**config.mk**
```make
export PLATFORM = sky130hd
export DESIGN_NAME = sync_fifo_param
export DESIGN_NICKNAME = d
export VERILOG_FILES = /design/src/rtl/Asynchronous_FIFO_pkg.sv /design/src/rtl/fifo_mem.sv /design/src/rtl/sync_fifo_param.sv
export SDC_FILE = /design/constraint.sdc
export NUM_CORES = 1
export LEC_CHECK = 0
export ABC_AREA = 1
export CORE_MARGIN = 8
export CORE_UTILIZATION = 50
export CTS_CLUSTER_DIAMETER = 120
export DETAILED_ROUTE_END_ITERATION = 6
export PLACE_DENSITY = 0.68
export SYNTH_ARGS = -nofsm -noshare
export SYNTH_HDL_FRONTEND = slang
export SYNTH_HIERARCHICAL = 1
export SYNTH_SLANG_ARGS = --single-unit
```
**constraint.sdc**
```tcl
create_clock -name clk -period 3.24 [get_ports clk]
set_input_delay 0.648 -clock clk [delete_from_list [all_inputs] [get_ports clk]]
set_output_delay 0.648 -clock clk [all_outputs]
set_load 0.01 [all_outputs]
```
**src/rtl/Asynchronous_FIFO_pkg.sv**
```systemverilog
// Shared constants and types for the FIFO family: default geometry and a flag bundle.
package Asynchronous_FIFO_pkg;

  localparam int DEF_DATA_WIDTH = 8;
  localparam int DEF_ADDR_WIDTH = 4;

  typedef struct packed {
    logic full;
    logic empty;
    logic almost_full;
    logic almost_empty;
    logic overflow;
    logic underflow;
  } fifo_flags_t;

endpackage

```
**src/rtl/fifo_mem.sv**
```systemverilog
// 1-write/1-read register array: synchronous write, asynchronous read, contents never reset.
module fifo_mem #(
  parameter int DATA_WIDTH = 8,
  parameter int ADDR_WIDTH = 4
) (
  input  logic                  clk,
  input  logic                  wr_en,
  input  logic [ADDR_WIDTH-1:0] wr_addr,
  input  logic [DATA_WIDTH-1:0] wr_data,
  input  logic [ADDR_WIDTH-1:0] rd_addr,
  output logic [DATA_WIDTH-1:0] rd_data
);

  localparam int DEPTH = 1 << ADDR_WIDTH;

  logic [DATA_WIDTH-1:0] mem_r [DEPTH];

  // Storage write port.
  always_ff @(posedge clk) begin
    if (wr_en) begin
      mem_r[wr_addr] <= wr_data;
    end
  end

  assign rd_data = mem_r[rd_addr];

endmodule

```
**src/rtl/sync_fifo_param.sv**
```systemverilog
// Single-clock FIFO with occupancy count, threshold flags, sticky errors and synchronous flush.
// Define SYNC_FIFO_FWFT_EN for first-word-fall-through reads; default build uses registered reads.
module sync_fifo_param
  import Asynchronous_FIFO_pkg::*;
#(
  parameter int DATA_WIDTH = DEF_DATA_WIDTH,
  parameter int ADDR_WIDTH = DEF_ADDR_WIDTH,
  parameter int AF_THRESH  = (1 << ADDR_WIDTH) - 4,
  parameter int AE_THRESH  = 2
) (
  input  logic                  clk,
  input  logic                  rst_n,
  input  logic                  wr_en,
  input  logic [DATA_WIDTH-1:0] data_in,
  input  logic                  rd_en,
  output logic [DATA_WIDTH-1:0] data_out,
  output logic                  data_valid,
  input  logic                  flush,
  input  logic                  clr_err,
  output logic                  full,
  output logic                  empty,
  output logic                  almost_full,
  output logic                  almost_empty,
  output logic [ADDR_WIDTH:0]   count,
  output logic                  overflow,
  output logic                  underflow
);

  localparam int DEPTH = 1 << ADDR_WIDTH;
  localparam logic [ADDR_WIDTH:0]   DEPTH_C = (ADDR_WIDTH+1)'(DEPTH);
  localparam logic [ADDR_WIDTH:0]   AF_C    = (ADDR_WIDTH+1)'(AF_THRESH);
  localparam logic [ADDR_WIDTH:0]   AE_C    = (ADDR_WIDTH+1)'(AE_THRESH);
  localparam logic [ADDR_WIDTH:0]   CNT_ONE = (ADDR_WIDTH+1)'(1);
  localparam logic [ADDR_WIDTH:0]   CNT_ZERO = (ADDR_WIDTH+1)'(0);
  localparam logic [ADDR_WIDTH-1:0] PTR_ONE = ADDR_WIDTH'(1);

  logic [ADDR_WIDTH-1:0] wr_ptr_r;
  logic [ADDR_WIDTH-1:0] rd_ptr_r;
  logic [ADDR_WIDTH:0]   count_r;
  logic [ADDR_WIDTH:0]   count_nxt_s;
  logic                  full_r;
  logic                  empty_r;
  logic                  almost_full_r;
  logic                  almost_empty_r;
  logic                  overflow_r;
  logic                  underflow_r;
  logic                  wr_acc_s;
  logic                  rd_acc_s;
  logic [DATA_WIDTH-1:0] rd_data_s;

  // Flush cancels both transfers so the flushed-cycle write never lands.
  assign wr_acc_s = wr_en & ~full_r  & ~flush;
  assign rd_acc_s = rd_en & ~empty_r & ~flush;

  fifo_mem #(
    .DATA_WIDTH (DATA_WIDTH),
    .ADDR_WIDTH (ADDR_WIDTH)
  ) u_mem (
    .clk     (clk),
    .wr_en   (wr_acc_s),
    .wr_addr (wr_ptr_r),
    .wr_data (data_in),
    .rd_addr (rd_ptr_r),
    .rd_data (rd_data_s)
  );

  // Next occupancy from accepted transfers.
  always_comb begin
    count_nxt_s = count_r;
    if (flush) begin
      count_nxt_s = CNT_ZERO;
    end else begin
      case ({wr_acc_s, rd_acc_s})
        2'b10:   count_nxt_s = count_r + CNT_ONE;
        2'b01:   count_nxt_s = count_r - CNT_ONE;
        default: count_nxt_s = count_r;
      endcase
    end
  end

  // Pointers, count and status flags; flags are registered from the next count.
  always_ff @(posedge clk or negedge rst_n) begin
    if (!rst_n) begin
      wr_ptr_r       <= '0;
      rd_ptr_r       <= '0;
      count_r        <= '0;
      full_r         <= 1'b0;
      empty_r        <= 1'b1;
      almost_full_r  <= (CNT_ZERO >= AF_C);
      almost_empty_r <= (CNT_ZERO <= AE_C);
    end else begin
      if (flush) begin
        wr_ptr_r <= '0;
        rd_ptr_r <= '0;
      end else begin
        if (wr_acc_s) begin
          wr_ptr_r <= wr_ptr_r + PTR_ONE;
        end
        if (rd_acc_s) begin
          rd_ptr_r <= rd_ptr_r + PTR_ONE;
        end
      end
      count_r        <= count_nxt_s;
      full_r         <= (count_nxt_s == DEPTH_C);
      empty_r        <= (count_nxt_s == CNT_ZERO);
      almost_full_r  <= (count_nxt_s >= AF_C);
      almost_empty_r <= (count_nxt_s <= AE_C);
    end
  end

  // Sticky error flags; a new error outranks a clear in the same cycle.
  always_ff @(posedge clk or negedge rst_n) begin
    if (!rst_n) begin
      overflow_r  <= 1'b0;
      underflow_r <= 1'b0;
    end else begin
      if (wr_en && full_r) begin
        overflow_r <= 1'b1;
      end else if (clr_err) begin
        overflow_r <= 1'b0;
      end
      if (rd_en && empty_r) begin
        underflow_r <= 1'b1;
      end else if (clr_err) begin
        underflow_r <= 1'b0;
      end
    end
  end

`ifdef SYNC_FIFO_FWFT_EN
  assign data_out   = rd_data_s;
  assign data_valid = ~empty_r;
`else
  logic [DATA_WIDTH-1:0] data_out_r;
  logic                  data_valid_r;

  // Registered read port: data_out holds between pops, data_valid pulses per pop.
  always_ff @(posedge clk or negedge rst_n) begin
    if (!rst_n) begin
      data_out_r   <= '0;
      data_valid_r <= 1'b0;
    end else if (flush) begin
      data_valid_r <= 1'b0;
    end else if (rd_acc_s) begin
      data_out_r   <= rd_data_s;
      data_valid_r <= 1'b1;
    end else begin
      data_valid_r <= 1'b0;
    end
  end

  assign data_out   = data_out_r;
  assign data_valid = data_valid_r;
`endif

  assign full         = full_r;
  assign empty        = empty_r;
  assign almost_full  = almost_full_r;
  assign almost_empty = almost_empty_r;
  assign count        = count_r;
  assign overflow     = overflow_r;
  assign underflow    = underflow_r;

endmodule

```
======== After elaboration in Yosys (flattened, before gate mapping) ========
Memory sizes are Yosys's and may differ from the RTL's. A register that Yosys moved wholly into a read port is not among the register bits.
Index checks and enable logic that the tools add are counted.
cells by class
  mux-type cells .......................... 13
  $add $sub $neg .......................... 4
  magnitude comparators ................... 2
  equal/unequal tests ..................... 3
  bitwise operators ....................... 7
  reduce and logical (&&, ||, !) cells .... 9
operators by type and width
  operator                                                                              count
  4-bit 2-to-1 mux                                                                      4
  5-bit case mux with 2 select lines                                                    1
  4-bit by 1-bit adder with 4-bit output (second input constant)                        2
  2-bit nonzero test                                                                    4
  1-bit 2-to-1 mux                                                                      7
  5-bit by 1-bit adder with 5-bit output (second input constant)                        1
  5-bit equality test (second input constant)                                           1
  5-bit by 4-bit greater-or-equal comparator with 1-bit output (second input constant)  1
  5-bit by 2-bit <= comparator with 1-bit output (second input constant)                1
  5-bit logical NOT                                                                     1
  5-bit 2-to-1 mux                                                                      1
  5-bit by 1-bit subtractor with 5-bit output (second input constant)                   1
  1-bit AND                                                                             4
  1-bit inverter                                                                        3
  2-bit by 1-bit equality test with 1-bit output (second input constant)                1
  2-bit equality test (second input constant)                                           1
  1-bit logical AND                                                                     2
  2-bit AND reduction                                                                   1
  1-bit logical NOT                                                                     1
word-level totals
  memories kept ........................... 1
  logic and storage cells ................. 49
  RAM bits ................................ 128
  input port bits ......................... 14
  flip-flop bits (word level) ............. 20
memories
  memory       depth  width  read ports  clocked after memory_dff  wr ports  line            source
  u_mem.mem_r  16     8      1           1                         1         fifo_mem.sv:16  logic [DATA_WIDTH-1:0] mem_r [DEPTH];

======== Longest topological paths before layout ========
  word-level depth ........................ 7
  mapped depth ............................ 18
  mapped depth without buffers ............ 18

======== Cells and area by module ========
Netlist, hierarchy kept.
modules (own cells, without submodules)
  module           area an instance (um2)  instances  cells each
  fifo_mem         5606.6                  1          543
  sync_fifo_param  1398.8                  1          170

======== Worst setup path after synthesis ========
Ideal clock, no wire load.
  kind .................................... in2reg
  from .................................... input flush
  to ...................................... register full_r, in the netlist full
  cell stages on the path ................. 17
  data required time ...................... 3.124 ns
  slack ................................... 0.680 ns
  arrival ................................. 2.443 ns
  path buffers ............................ 1
  setup time .............................. 0.116 ns
  path through ............................ buf_2 nor2_1 inv_1 ha_1 nand2_1 clkinv_1 nor2_2 ha_1 inv_1 nand2_1 inv_1 nand3_1 nand2_2 a21boi_4 nor2_1 nand2_2 nor2_2
on the way
  cells in the longest elaborated chain, start to end .. 6
ends and longest elaborated chain
  what                                                                                   line                    source
  start: declaration                                                                     sync_fifo_param.sv:18   input logic flush,
  1-bit inverter (no source line) *                                                      -
  1-bit AND *                                                                            sync_fifo_param.sv:52   assign wr_acc_s = wr_en & ~full_r & ~flush;
  named net wr_acc_s                                                                     sync_fifo_param.sv:47   logic wr_acc_s;
  2-bit by 1-bit equality test with 1-bit output or 2-bit equality test (tied branches)  sync_fifo_param.sv:73   case ({wr_acc_s, rd_acc_s})
  5-bit case mux with 2 select lines *                                                   sync_fifo_param.sv:73
  5-bit 2-to-1 mux *                                                                     sync_fifo_param.sv:70   if (flush) begin
  named net count_nxt_s[2]                                                               sync_fifo_param.sv:40   logic [ADDR_WIDTH:0] count_nxt_s;
  5-bit equality test *                                                                  sync_fifo_param.sv:104  full_r <= (count_nxt_s == DEPTH_C);
  end signal: assignment                                                                 sync_fifo_param.sv:104
  end: declaration                                                                       sync_fifo_param.sv:41   logic full_r;
The timed path passes the listed nets; every way through them passes the cells marked *.
A chain may end at the register's enable or synchronous reset.

======== Worst setup path in the final report ========
  from .................................... input wr_en
  to ...................................... register full_r, in the netlist full
on the way
  cells in the longest elaborated chain, start to end .. 6
ends and longest elaborated chain
  what                                                                                   line                    source
  start: declaration                                                                     sync_fifo_param.sv:13   input logic wr_en,
  1-bit AND * (2 in series)                                                              sync_fifo_param.sv:52
  named net wr_acc_s                                                                     sync_fifo_param.sv:47
  2-bit by 1-bit equality test with 1-bit output or 2-bit equality test (tied branches)  sync_fifo_param.sv:73
  5-bit case mux with 2 select lines *                                                   sync_fifo_param.sv:73
  5-bit 2-to-1 mux *                                                                     sync_fifo_param.sv:70
  named net count_nxt_s[2]                                                               sync_fifo_param.sv:40
  5-bit equality test *                                                                  sync_fifo_param.sv:104
Marks and branches as above.

==> results.sh <==
export IMPL_outcome="finished clean"
export IMPL_peakVddDrop_uv=404
export IMPL_first_pass_iters=5
export IMPL_yosys_area_share_xor_xnor=0.00125
export IMPL_dp_hpwl_um=9730
export IMPL_whs_ns=0.475
export IMPL_grt_pass1_vias=4669
export IMPL_slowest_delay_ns=0.48
export IMPL_reg2reg_depth=17
export IMPL_place_congestion=0.842
export IMPL_synthSimpleGateAreaFrac=0.231
export IMPL_setup_violations_final=0
export IMPL_cellLeakagePower_nw=3.57
export IMPL_syn_to_final_growth_pct=16.0
export IMPL_synth_top_cell_area_share=0.549
export IMPL_final_setup_tns_ns=0
export IMPL_ys_warn_count=6
export IMPL_grt_start_max_net_pins=67
export IMPL_n_antenna_cell=0
export IMPL_wl_um=15300
export IMPL_cts_reportedPaths_clkPinSlew_ns=0.06
export IMPL_overflow=0
export IMPL_slew_viol_final=0
export IMPL_post_synth_mux_area_share=0.00143
export IMPL_cts_resized=0
export IMPL_worstMarginPinSlew_ns=0.738
export IMPL_multiInputGateArea_sq_um=1800
export IMPL_clockBufferDepth=2
export IMPL_grt_usage=0.178
export IMPL_slew_limit_headroom=0.506
export IMPL_drc=0
export IMPL_postSynthAreaPerCell_sq_um=9.83
export IMPL_fp_dieH_um=134
export IMPL_drive_gt1_frac=0.0943
export IMPL_synth_seq_area_share=0.649
export IMPL_holdPathStages=2
export IMPL_cts_tree="built"
export IMPL_grt_pass1_wl_um=24600
export IMPL_final_cell_mix="nand2_1, edfxtp_1, inv_1"
export IMPL_seq_area_sq_um=4550
export IMPL_clock_skew_ns=0.00742
export IMPL_post_route_util=0.590
export IMPL_yosysTopAreaCell="edfxtp_1"
export IMPL_synth_compound_area_frac=0.0141
export IMPL_ant_nets=0
export IMPL_cts_sinks=156
export IMPL_syn_area_sq_um=7010
export IMPL_via_count=4843
export IMPL_nets=782
export IMPL_criticalPathCategory="input port to register"
export IMPL_cts_max_level=4
export IMPL_wl_per_cell_um=16.0
export IMPL_period_minus_slack_ns=2.72
export IMPL_worstPathArrival_ns=3.02
export IMPL_path_cells="clkdlybuf4s50_1 > nand2_1 > nor2_1 > inv_1 > ha_1 > nand2_1 > clkinv_1 > nor2_2 > ha_1 > inv_1 > nand2_1 > inv_1 > nand3_1 > nand2_2 > a21boi_4 > nor2_1 > nand2_2 > nor2_2"
export IMPL_synth_adder_area_share=0.00893
export IMPL_drtIter0Drc=436
export IMPL_fillers=1198
export IMPL_cts_made_buffers=17
export IMPL_ys_types=26
export IMPL_required_ns=3.54
export IMPL_synthCells=713
export IMPL_die_x_um=134
export IMPL_synth_top_family_by_area="simple AND/OR/NAND/NOR gates"
export IMPL_hp_class="register to register"
export IMPL_critPathMaxFanout=6
export IMPL_fin_crit_sh=0.838
export IMPL_max_clock_freq_ghz=0.368
export IMPL_endpoint_kind="register"
export IMPL_syn_nets=732
export IMPL_synth_seq_cells=156
export IMPL_synth_area_leaders="edfxtp_1, nand2_1, dfrtp_1"
export IMPL_start_util=0.509
export IMPL_cap_violations=0
export IMPL_num_rows=43
export IMPL_layout_commonest_cell="nand2_1"
export IMPL_powerDensity_nw_per_um2=657
export IMPL_clock_latency_ns=0.42
export IMPL_critPathLaunchType="input port"
export IMPL_io_pins=34
export IMPL_cts_root_buf="clkbuf_16"
export IMPL_crit_slowest_cell="clkdlybuf4s50_1"
export IMPL_via_per_inst=5.08
export IMPL_die_area_sq_um=18100
export IMPL_cts_hold_buffers=0
export IMPL_cts_setup_buffers=0
export IMPL_finalHoldViolCount=0
export IMPL_core_sq_um=13800
export IMPL_antenna_found_initial=0
export IMPL_port_buffers=33
export IMPL_rsz0062_at_grt="no"
-- cell type report --
type                            count  area share
Sequential cell                   156       0.560
Timing Repair Buffer               57      0.0628
Multi-Input combinational cell    403       0.222
Tap cell                          180      0.0277
Inverter                          128      0.0591
Clock buffer                       19      0.0533
Clock inverter                     11      0.0157
-- synthesized netlist by cell type --
cell and n:
nand2_1 223, edfxtp_1 128, inv_1 121, nand3_1 105, nor2_1 31, dfrtp_1 26
buf_2 15, a21oi_1 7, nand2_2 7, o21ai_0 7, buf_6 6, inv_2 6
ha_1 5, buf_4 4, nand3_2 4, nor2_2 4, dfstp_2 2, nand3b_1 2
o21ai_1 2, or2_1 2, a21boi_4 1, buf_1 1, clkinv_1 1, mux2i_1 1
nand4_1 1, xor2_1 1
-- state kept, by name (all words and copies together) (netlist names), 4 cells and up --
| register | flops |
|---|---|
| rd_ptr_r | 4 |
| count | 5 |
| data_out | 8 |
| u_mem/mem_r | 128 |
| wr_ptr_r | 4 |
-- power by group --
group | internal, W | leakage [nW] | switching (W)
clock network | 0.00119 | 0.272 | 0.000710
logic | 0.000402 | 1.79 | 0.000668
registers | 0.00230 | 1.51 | 0.0000748
-- logic make-up (layout without fill, tap and decap cells) --
kind of cell	count (synthesis)	in the layout
DFF	156	156
xor gates and xnor gates	1	1
buffers and inverters	154	215
AOI/OAI and AO/OA	17	17
adders and majority gates	5	5
and+or+nand+nor	379	379
muxes	1	1
-- final timing paths --
path,start,end,slack [ns]
worst max-delay path,wr_en,full,0.52
worst min-delay path,data_out[2],data_out[2],0.48
worst max register to register,empty,full,0.77
worst min register to register,data_out[2],data_out[2],0.48
max in group asynchronous,rst_n,empty,2.31
min in group asynchronous,rst_n,data_out[0],0.61
-- layer usage --
| metal | track usage | up-vias | share of wire |
|---|---|---|---|
| met5 | 0 | - | 0 |
| met4 | 0.0861 | 0 | 0.033 |
| met2 | 0.288 | 133 | 0.49 |
| met3 | 0.0385 | 37 | 0.053 |
| li1 | - | 2369 | - |
| met1 | 0.221 | 2304 | 0.42 |
-- per-stage QoR --
| stage | area, sq um | total power [W] | cells | worst slack (ns) |
|---|---|---|---|---|
| 5_1_grt | 8130 | 0.00557 | 954 | 0.319 |
| 4_1_cts | 8130 | 0.00537 | 954 | 0.522 |
| 6_report | 8130 | 0.00534 | 954 | 0.524 |
| 3_5_place_dp | 7570 | 0.00348 | 924 | 0.0929 |
| 3_3_place_gp | 7570 | 0.00345 | 924 | 0.265 |
| 2_1_floorplan | 7010 | 0.00307 | 713 | 0.680 |
-- critical path, delay by kind of cell --
family / cells / cell delay, ns
buffers and inverters: 5 / 0.76
and+or+nand+nor: 10 / 0.99
adders and majority gates: 2 / 0.46
AOI/OAI and AO/OA: 1 / 0.17
(Power assumes the default switching activity.)
